**src/rtl/parity_frame_ctrl.sv**
```systemverilog
// Frames a serial bit stream into DATA_BITS data bits plus one parity bit, checks parity
// and reports the captured word, an error flag and a saturating error count.
module parity_frame_ctrl #(
  parameter int DATA_BITS  = 8,
  parameter int PARITY_ODD = 0,
  parameter int CNT_W      = 8
) (
  input  logic                 clk,
  input  logic                 reset,
  input  logic                 start,
  input  logic                 abort,
  input  logic                 x,
  input  logic                 x_valid,
  output logic                 x_ready,
  output logic                 busy,
  output logic                 odd_now,
  output logic                 done,
  output logic [DATA_BITS-1:0] frame_data,
  output logic                 par_err,
  input  logic                 err_clr,
  output logic [CNT_W-1:0]     err_cnt
);

  localparam int CW = $clog2(DATA_BITS);
  localparam logic [CW-1:0] LAST_BIT = CW'(DATA_BITS - 1);

  typedef enum logic [1:0] {S_IDLE, S_DATA, S_PARITY, S_DONE} state_t;

  state_t               r_state;
  state_t               w_next;
  logic [CW-1:0]        r_cnt;
  logic [DATA_BITS-1:0] r_shift;
  logic                 r_par;
  logic                 r_err;
  logic                 w_accept;
  logic                 w_commit;
  logic                 w_inc;

  assign w_accept = x_valid & x_ready;
  assign busy     = (r_state != S_IDLE);
  assign odd_now  = r_par & busy;
  // Aborting during DONE suppresses the pulse together with the result update.
  assign w_commit = (r_state == S_DONE) & ~abort;
  assign done     = w_commit;
  assign w_inc    = w_commit & r_err;

  always_ff @(posedge clk or posedge reset) begin
    if (reset) r_state <= S_IDLE;
    else       r_state <= w_next;
  end

  always_comb begin
    w_next  = r_state;
    x_ready = 1'b0;
    case (r_state)
      S_IDLE: begin
        if (start) w_next = S_DATA;
      end
      S_DATA: begin
        x_ready = 1'b1;
        if (abort)                               w_next = S_IDLE;
        else if (w_accept && r_cnt == LAST_BIT)  w_next = S_PARITY;
      end
      S_PARITY: begin
        x_ready = 1'b1;
        if (abort)         w_next = S_IDLE;
        else if (w_accept) w_next = S_DONE;
      end
      S_DONE: begin
        w_next = S_IDLE;
      end
      default: w_next = S_IDLE;
    endcase
  end

  always_ff @(posedge clk or posedge reset) begin
    if (reset) begin
      r_cnt   <= '0;
      r_shift <= '0;
      r_par   <= 1'b0;
      r_err   <= 1'b0;
    end else begin
      case (r_state)
        S_IDLE: begin
          if (start) begin
            r_cnt   <= '0;
            r_shift <= '0;
            r_par   <= 1'b0;
          end
        end
        S_DATA: begin
          if (w_accept && !abort) begin
            r_shift <= {x, r_shift[DATA_BITS-1:1]};
            r_par   <= r_par ^ x;
            r_cnt   <= r_cnt + 1'b1;
          end
        end
        S_PARITY: begin
          if (w_accept && !abort) r_err <= (x != (r_par ^ 1'(PARITY_ODD)));
        end
        default: ;
      endcase
    end
  end

  always_ff @(posedge clk or posedge reset) begin
    if (reset) begin
      frame_data <= '0;
      par_err    <= 1'b0;
    end else if (w_commit) begin
      frame_data <= r_shift;
      par_err    <= r_err;
    end
  end

  // Clear wins over a stale count but a same-edge error still counts once.
  always_ff @(posedge clk or posedge reset) begin
    if (reset) begin
      err_cnt <= '0;
    end else if (err_clr) begin
      err_cnt <= w_inc ? CNT_W'(1) : '0;
    end else if (w_inc && !(&err_cnt)) begin
      err_cnt <= err_cnt + 1'b1;
    end
  end

endmodule

```
**config.mk**
```make
export PLATFORM = sky130hd
export DESIGN_NAME = parity_frame_ctrl
export DESIGN_NICKNAME = d
export VERILOG_FILES = /design/src/rtl/parity_frame_ctrl.sv
export SDC_FILE = /design/constraint.sdc
export NUM_CORES = 1
export LEC_CHECK = 0
export ABC_AREA = 1
export BUFFER_PORTS_ARGS = -buffer_cell sky130_fd_sc_hd__buf_2
export CORE_MARGIN = 2
export CORE_UTILIZATION = 55
export CTS_CLUSTER_SIZE = 20
export DETAILED_ROUTE_END_ITERATION = 8
export GPL_ROUTABILITY_DRIVEN = 0
export PLACE_DENSITY_LB_ADDON = 0.12
export SKIP_LAST_GASP = 1
export SLEW_MARGIN = 10
export SYNTH_ARGS = -nofsm -noshare
export SYNTH_HDL_FRONTEND = slang
export SYNTH_SLANG_ARGS = --single-unit
```
**constraint.sdc**
```tcl
create_clock -name clk -period 2.2 [get_ports clk]
set_clock_uncertainty 0.2 [all_clocks]
set_input_delay 0.22 -clock clk [delete_from_list [all_inputs] [get_ports clk]]
set_output_delay 0.22 -clock clk [all_outputs]
set_load 0.005 [all_outputs]
```
== After elaboration in Yosys (flattened, before gate mapping) ==
Index checks and enable logic that the tools add are counted.

* Flip-flop bits (word level): 32
* Bits in latches: 0
* Memory bits (writable): 0
* Bits in read-only memories: 0
* Bits of input ports: 7
* Output and inout port bits: 21
* Logic and storage cells: 58
* Memories kept: 0

* Add/subtract/negate cells: 2
* Multipliers: 0
* Div/mod/pow operators: 0
* $lt $le $gt $ge: 0
* Eq/ne operators: 9
* Shifts and indexed selects: 0
* Multiplexer cells: 19
* Bitwise operators: 6
* Reductions and logical operators: 14

{| class="wikitable"
|+ Operators by type and width
! cell !! number
|-
| $mux 8 || 4
|-
| $pmux 8 s2 || 1
|-
| $mux 2 || 5
|-
| $add 8x1->8 const B || 1
|-
| $pmux 2 s4 || 1
|-
| $reduce_and 8->1 || 1
|-
| $mux 3 || 2
|-
| $ne 3x3->1 const B || 2
|-
| $pmux 3 s2 || 1
|-
| $reduce_and 3->1 || 2
|-
| $reduce_bool 2->1 || 3
|-
| $and 1x1->1 || 4
|-
| $eq 2x2->1 const B || 2
|-
| $mux 1 || 4
|-
| $ne 2x2->1 const B || 2
|-
| $add 3x1->3 const B || 1
|-
| $eq 3x3->1 const B || 1
|-
| $logic_and 1x1->1 || 3
|-
| $eq 2x1->1 const B || 1
|-
| $logic_not 1->1 || 2
|-
| $logic_not 2->1 || 1
|-
| $pmux 1 s2 || 1
|-
| $reduce_and 2->1 || 1
|-
| $reduce_or 2->1 || 1
|-
| 3 further kinds || 3
|}

== Logic depth before layout (Yosys ltp) ==
* Word-level depth: 8
* Mapped depth: 10
* Mapped depth without buffers: 10

== Worst setup path after synthesis ==
No wires, ideal clock.

* Path type: register to register
* Start: register r_state[0]
* End: register r_cnt[0]
* Setup time: 117 ps
* Data arrival time: 1315 ps
* Setup slack: 567 ps
* Cell stages (with the launch flop): 9
* Buffers on the path: 1
* Period minus slack after synthesis: 1633 ps
* Path through: dfrtp_1 inv_1 ha_1 nand2_1 o22ai_2 nand2_2 buf_6 nand2_1 o21ai_2

* Word-level cells in the longest chain between the ends: 7

{| class="wikitable"
|+ Ends and longest elaborated chain
! element !! line !! source
|-
| start: declaration || 29 || <nowiki>state_t r_state;</nowiki>
|-
| start signal: assignment || 49 || <nowiki>else r_state <= w_next;</nowiki>
|-
| $eq 2x2->1 / $eq 2x1->1 (equally long branches) || 55 || <nowiki>case (r_state)</nowiki>
|-
| $reduce_or 2->1 (no source line) * || - ||
|-
| $mux 1 * || 55 ||
|-
| net x_ready || 14 || <nowiki>output logic x_ready,</nowiki>
|-
| $and 1x1->1 * || 39 || <nowiki>assign w_accept = x_valid & x_ready;</nowiki>
|-
| $logic_and 1x1->1 * || 92 || <nowiki>if (w_accept && !abort) begin</nowiki>
|-
| $ne 2x2->1 (no source line) * || - ||
|-
| $reduce_and 3->1 (no source line) * || - ||
|-
| end signal: assignment || 95 || <nowiki>r_cnt <= r_cnt + 1'b1;</nowiki>
|-
| end: declaration || 31 || <nowiki>logic [CW-1:0] r_cnt;</nowiki>
|}

Mark *: on every way through the listed nets, which the timed path passes. The rest lies on a longest branch.
A chain may end at the register's enable or synchronous reset.

== Final worst setup path ==
* Start: register r_state[0]
* End: register r_cnt[0]

* Word-level cells in the longest chain between the ends: 7

{| class="wikitable"
|+ Ends and longest elaborated chain
! element !! line
|-
| $eq 2x2->1 / $eq 2x1->1 (equally long branches) || 55, 83
|-
| $reduce_or 2->1 (no source line) || -
|-
| $mux 1 || 55
|-
| $and 1x1->1 || 39
|-
| $logic_and 1x1->1 || 92
|-
| $ne 2x2->1 (no source line) || -
|-
| $reduce_and 3->1 (no source line) || -
|}

Several ways; a longest one is shown, not always the timed one.

==> qor.csv <==
stage;metric;value;unit
sta;hold_viol;0;
drt;wire_per_inst;10.9;um
global_route;grt_pass1_vias;1149;
sta;fmax;0.523;GHz
floorplanning;rows;19;
floorplanning;num_io_pins;28;
yosys;syn_area;0.00167;mm2
yosys;synthMuxAreaShare;0.00675;
setup_path;critPathLaunch;r_state[0];
finish;antennaDiodeCount;0;
finish;area_growth;15.2;%
sta;setup_tns;0;ns
setup_path;path_class;reg -> reg;
placed_design;portBuffers;27;
yosys;synth_compound_area_frac;0.101;
sta;slew_headroom;0.661;
setup_path;cp_data_required_time;2.26;ns
drt;drt_first_pass_iters;4;
setup_path;crit_path_end;r_cnt[0];
global_route;grt_max_degree;33;
finish;layout.cells.non_filler;274;
outcome;status;completed;
global_route;grt.total_usage;0.189;
clocking;path_clk_slew;0.10;ns
sta;period_share;0.868;
pwr;power;1.84;mW
worst_hold_path;worstHoldStart;abort;
floorplanning;die-area;0.00349;mm2
floorplanning;die_x;59.1;um
clocking;clockBufferDepth;2;
clocking;cts_tree;done;
placed_design;hpwlAfterDp;2160;um
drt;dr_total_vias;1376;
clocking;clock_latency;0.33;ns
placed_design;dp_cells;263;
pwr;vdd_drop_max;727;uV
job;drv_cap;0;
yosys;synthAdderAreaFrac;0.0600;
yosys;yosys_warnings;0;
floorplanning;start_util;0.590;
yosys;synth_top_family_by_area;simple AND/OR/NAND/NOR gates;
drt;antenna_left;0;
pwr;pwr_density_cell;957;mW/mm2
drt;wl;2990;um
clocking;cts_buffers;5;
setup_path;crit_fanout;24;
floorplanning;fp.coreArea;0.00283;mm2
global_route;antenna_found_initial;0;
yosys;ys_ff_latch;32;
sta;fin_crit;1.91;ns
drt;via_per_inst;5.02;
clocking;clk_root_buffer_cell;clkbuf_4;
yosys;synth.avg_cell_area;8.10;um2
drt;drc_errors;0;
clocking;cts_sinks;32;
yosys;synth_nets;221;
finish;final_core_util;0.680;
setup_path;worstRegToRegCells;7;
sta;report.final.slew_viol_count;0;
yosys;synthCells;206;
floorplanning;die_h;59.1;um
yosys;synth_xor_area_frac;0.00525;
finish;drive_gt1_frac;0.239;
yosys;synth_top_area_frac;0.480;
setup_path;worst-r2r-setup-slack;0.29;ns
yosys;synth_area_leaders;dfrtp_1 48%, nand2_1 20%, o21ai_2 6.3%;
clocking;cts_setup_buffers;0;
drt;drt_iter0_markers;103;
sta;worst_slew_pin_slew;0.507;ns
yosys;yosysTopAreaCell;dfrtp_1;
worst_hold_path;hp-class;in -> reg;
global_route;grt_pass1_wl;4900;um
yosys;seq_area_frac_synth;0.480;
clocking;cts.htree.levels;2;
global_route;grt-ovfl-total;0;
finish;nets;257;
pwr;p_leak;1.08;nW
setup_path;cp-start-kind;flip-flop;
setup_path;endpoint_kind;flip-flop;
sta;setup_viol;0;
yosys;ys_types;25;
setup_path;rr_endpoint;r_cnt[0];
setup_path;r2r_start;r_state[0];
yosys;synth-simple-area-share;0.277;
sta;worst_hold_slack;0.0797;ns
sta;rsz0062_at_grt;no;
setup_path;crit_arrival;1.97;ns
flip-flops by register name (all words and copies together), names as in the netlist:
register and flops:
r_state 2, frame_data 8, r_par 1, par_err 1, r_cnt 3, err_cnt 8
r_shift 8, r_err 1
Yosys cell counts (all sizes together):
| library cell | n |
|---|---|
| nand4 | 3 |
| xor2 | 1 |
| ha | 8 |
| nor2 | 13 |
| clkbuf | 1 |
| nor3 | 1 |
| nand2 | 93 |
| o22ai | 1 |
| buf | 3 |
| nand3 | 5 |
| inv | 20 |
| a21oi | 3 |
| dfrtp | 32 |
| o21bai | 1 |
| mux2 | 1 |
| clkinv | 2 |
| o21ai | 17 |
| nand3b | 1 |
layout make-up:
type	instances	area (um2)
Clock buffer	6	51.3
Clock inverter	2	10.0
Fill cell	243	906
Inverter	22	83.8
Multi-Input combinational cell	148	751
Sequential cell	32	801
Tap cell	31	38.8
Timing Repair Buffer	33	188
critical path, cell delays in order, from the launching register on:
cell and delay, ns:
dfrtp_1 0.40, inv_1 0.10, ha_1 0.32, nand2_1 0.13
o22ai_2 0.09, nand2_2 0.39, nand2_1 0.12, o21ai_2 0.08
cell families after synthesis:
| group | count (synthesis) |
|---|---|
| simple gates | 116 |
| flops | 32 |
| buf+inv | 26 |
| compound gates | 22 |
| fa+ha+maj | 8 |
| xor+xnor | 1 |
| mux | 1 |
how the worst min path moves through the flow:
stage / to / slack, ns / cells past startpoint
finish: r_state[0] / 0.08 / 4
global route: r_state[0] / 0.1 / 4
CTS: r_state[0] / 0.07 / 4
detailed placement: r_state[0] / 0.12 / 3
global placement: r_state[0] / 0.11 / 3
floorplan: err_cnt[0] / 0.14 / 1
where the power goes:
group / switching [mW] / internal, mW / total [mW]
clock: 0.200 / 0.152 / 0.351
sequential: 0.0777 / 0.705 / 0.782
combinational: 0.447 / 0.259 / 0.706
per-layer routing:
metal	wire length [um]	vias to the layer above	GRT usage
li1	-	715	-
met1	1420	609	0.259
met2	1320	45	0.275
met3	180	7	0.0655
met4	63	0	0.0779
met5	0	-	0
repair_timing:
action,4_1_cts,5_1_grt
hold buffers,3,0
hold endpoints to repair,36,0
resized for setup,0,0
cells in the final DEF (no fill, tap or decap), types with 3 or more instances in the layout:
master	count
nand3_1	5
nor2_1	12
clkbuf_4	5
nand2_1	91
dlygate4sd3_1	3
o21ai_2	12
buf_4	3
ha_1	8
dfrtp_1	32
nand4_1	3
buf_2	27
inv_1	19
o21ai_0	5
clkinv_2	3
stage by stage:
| step | setup slack, ns | area [um2] |
|---|---|---|
| 5_1_grt | 0.123 | 1920 |
| 6_report | 0.289 | 1920 |
| 2_1_floorplan | 0.567 | 1670 |
| 3_3_place_gp | 0.350 | 1830 |
| 4_1_cts | 0.275 | 1920 |
| 3_5_place_dp | 0.293 | 1830 |
Power figures use the tool's default switching activity.
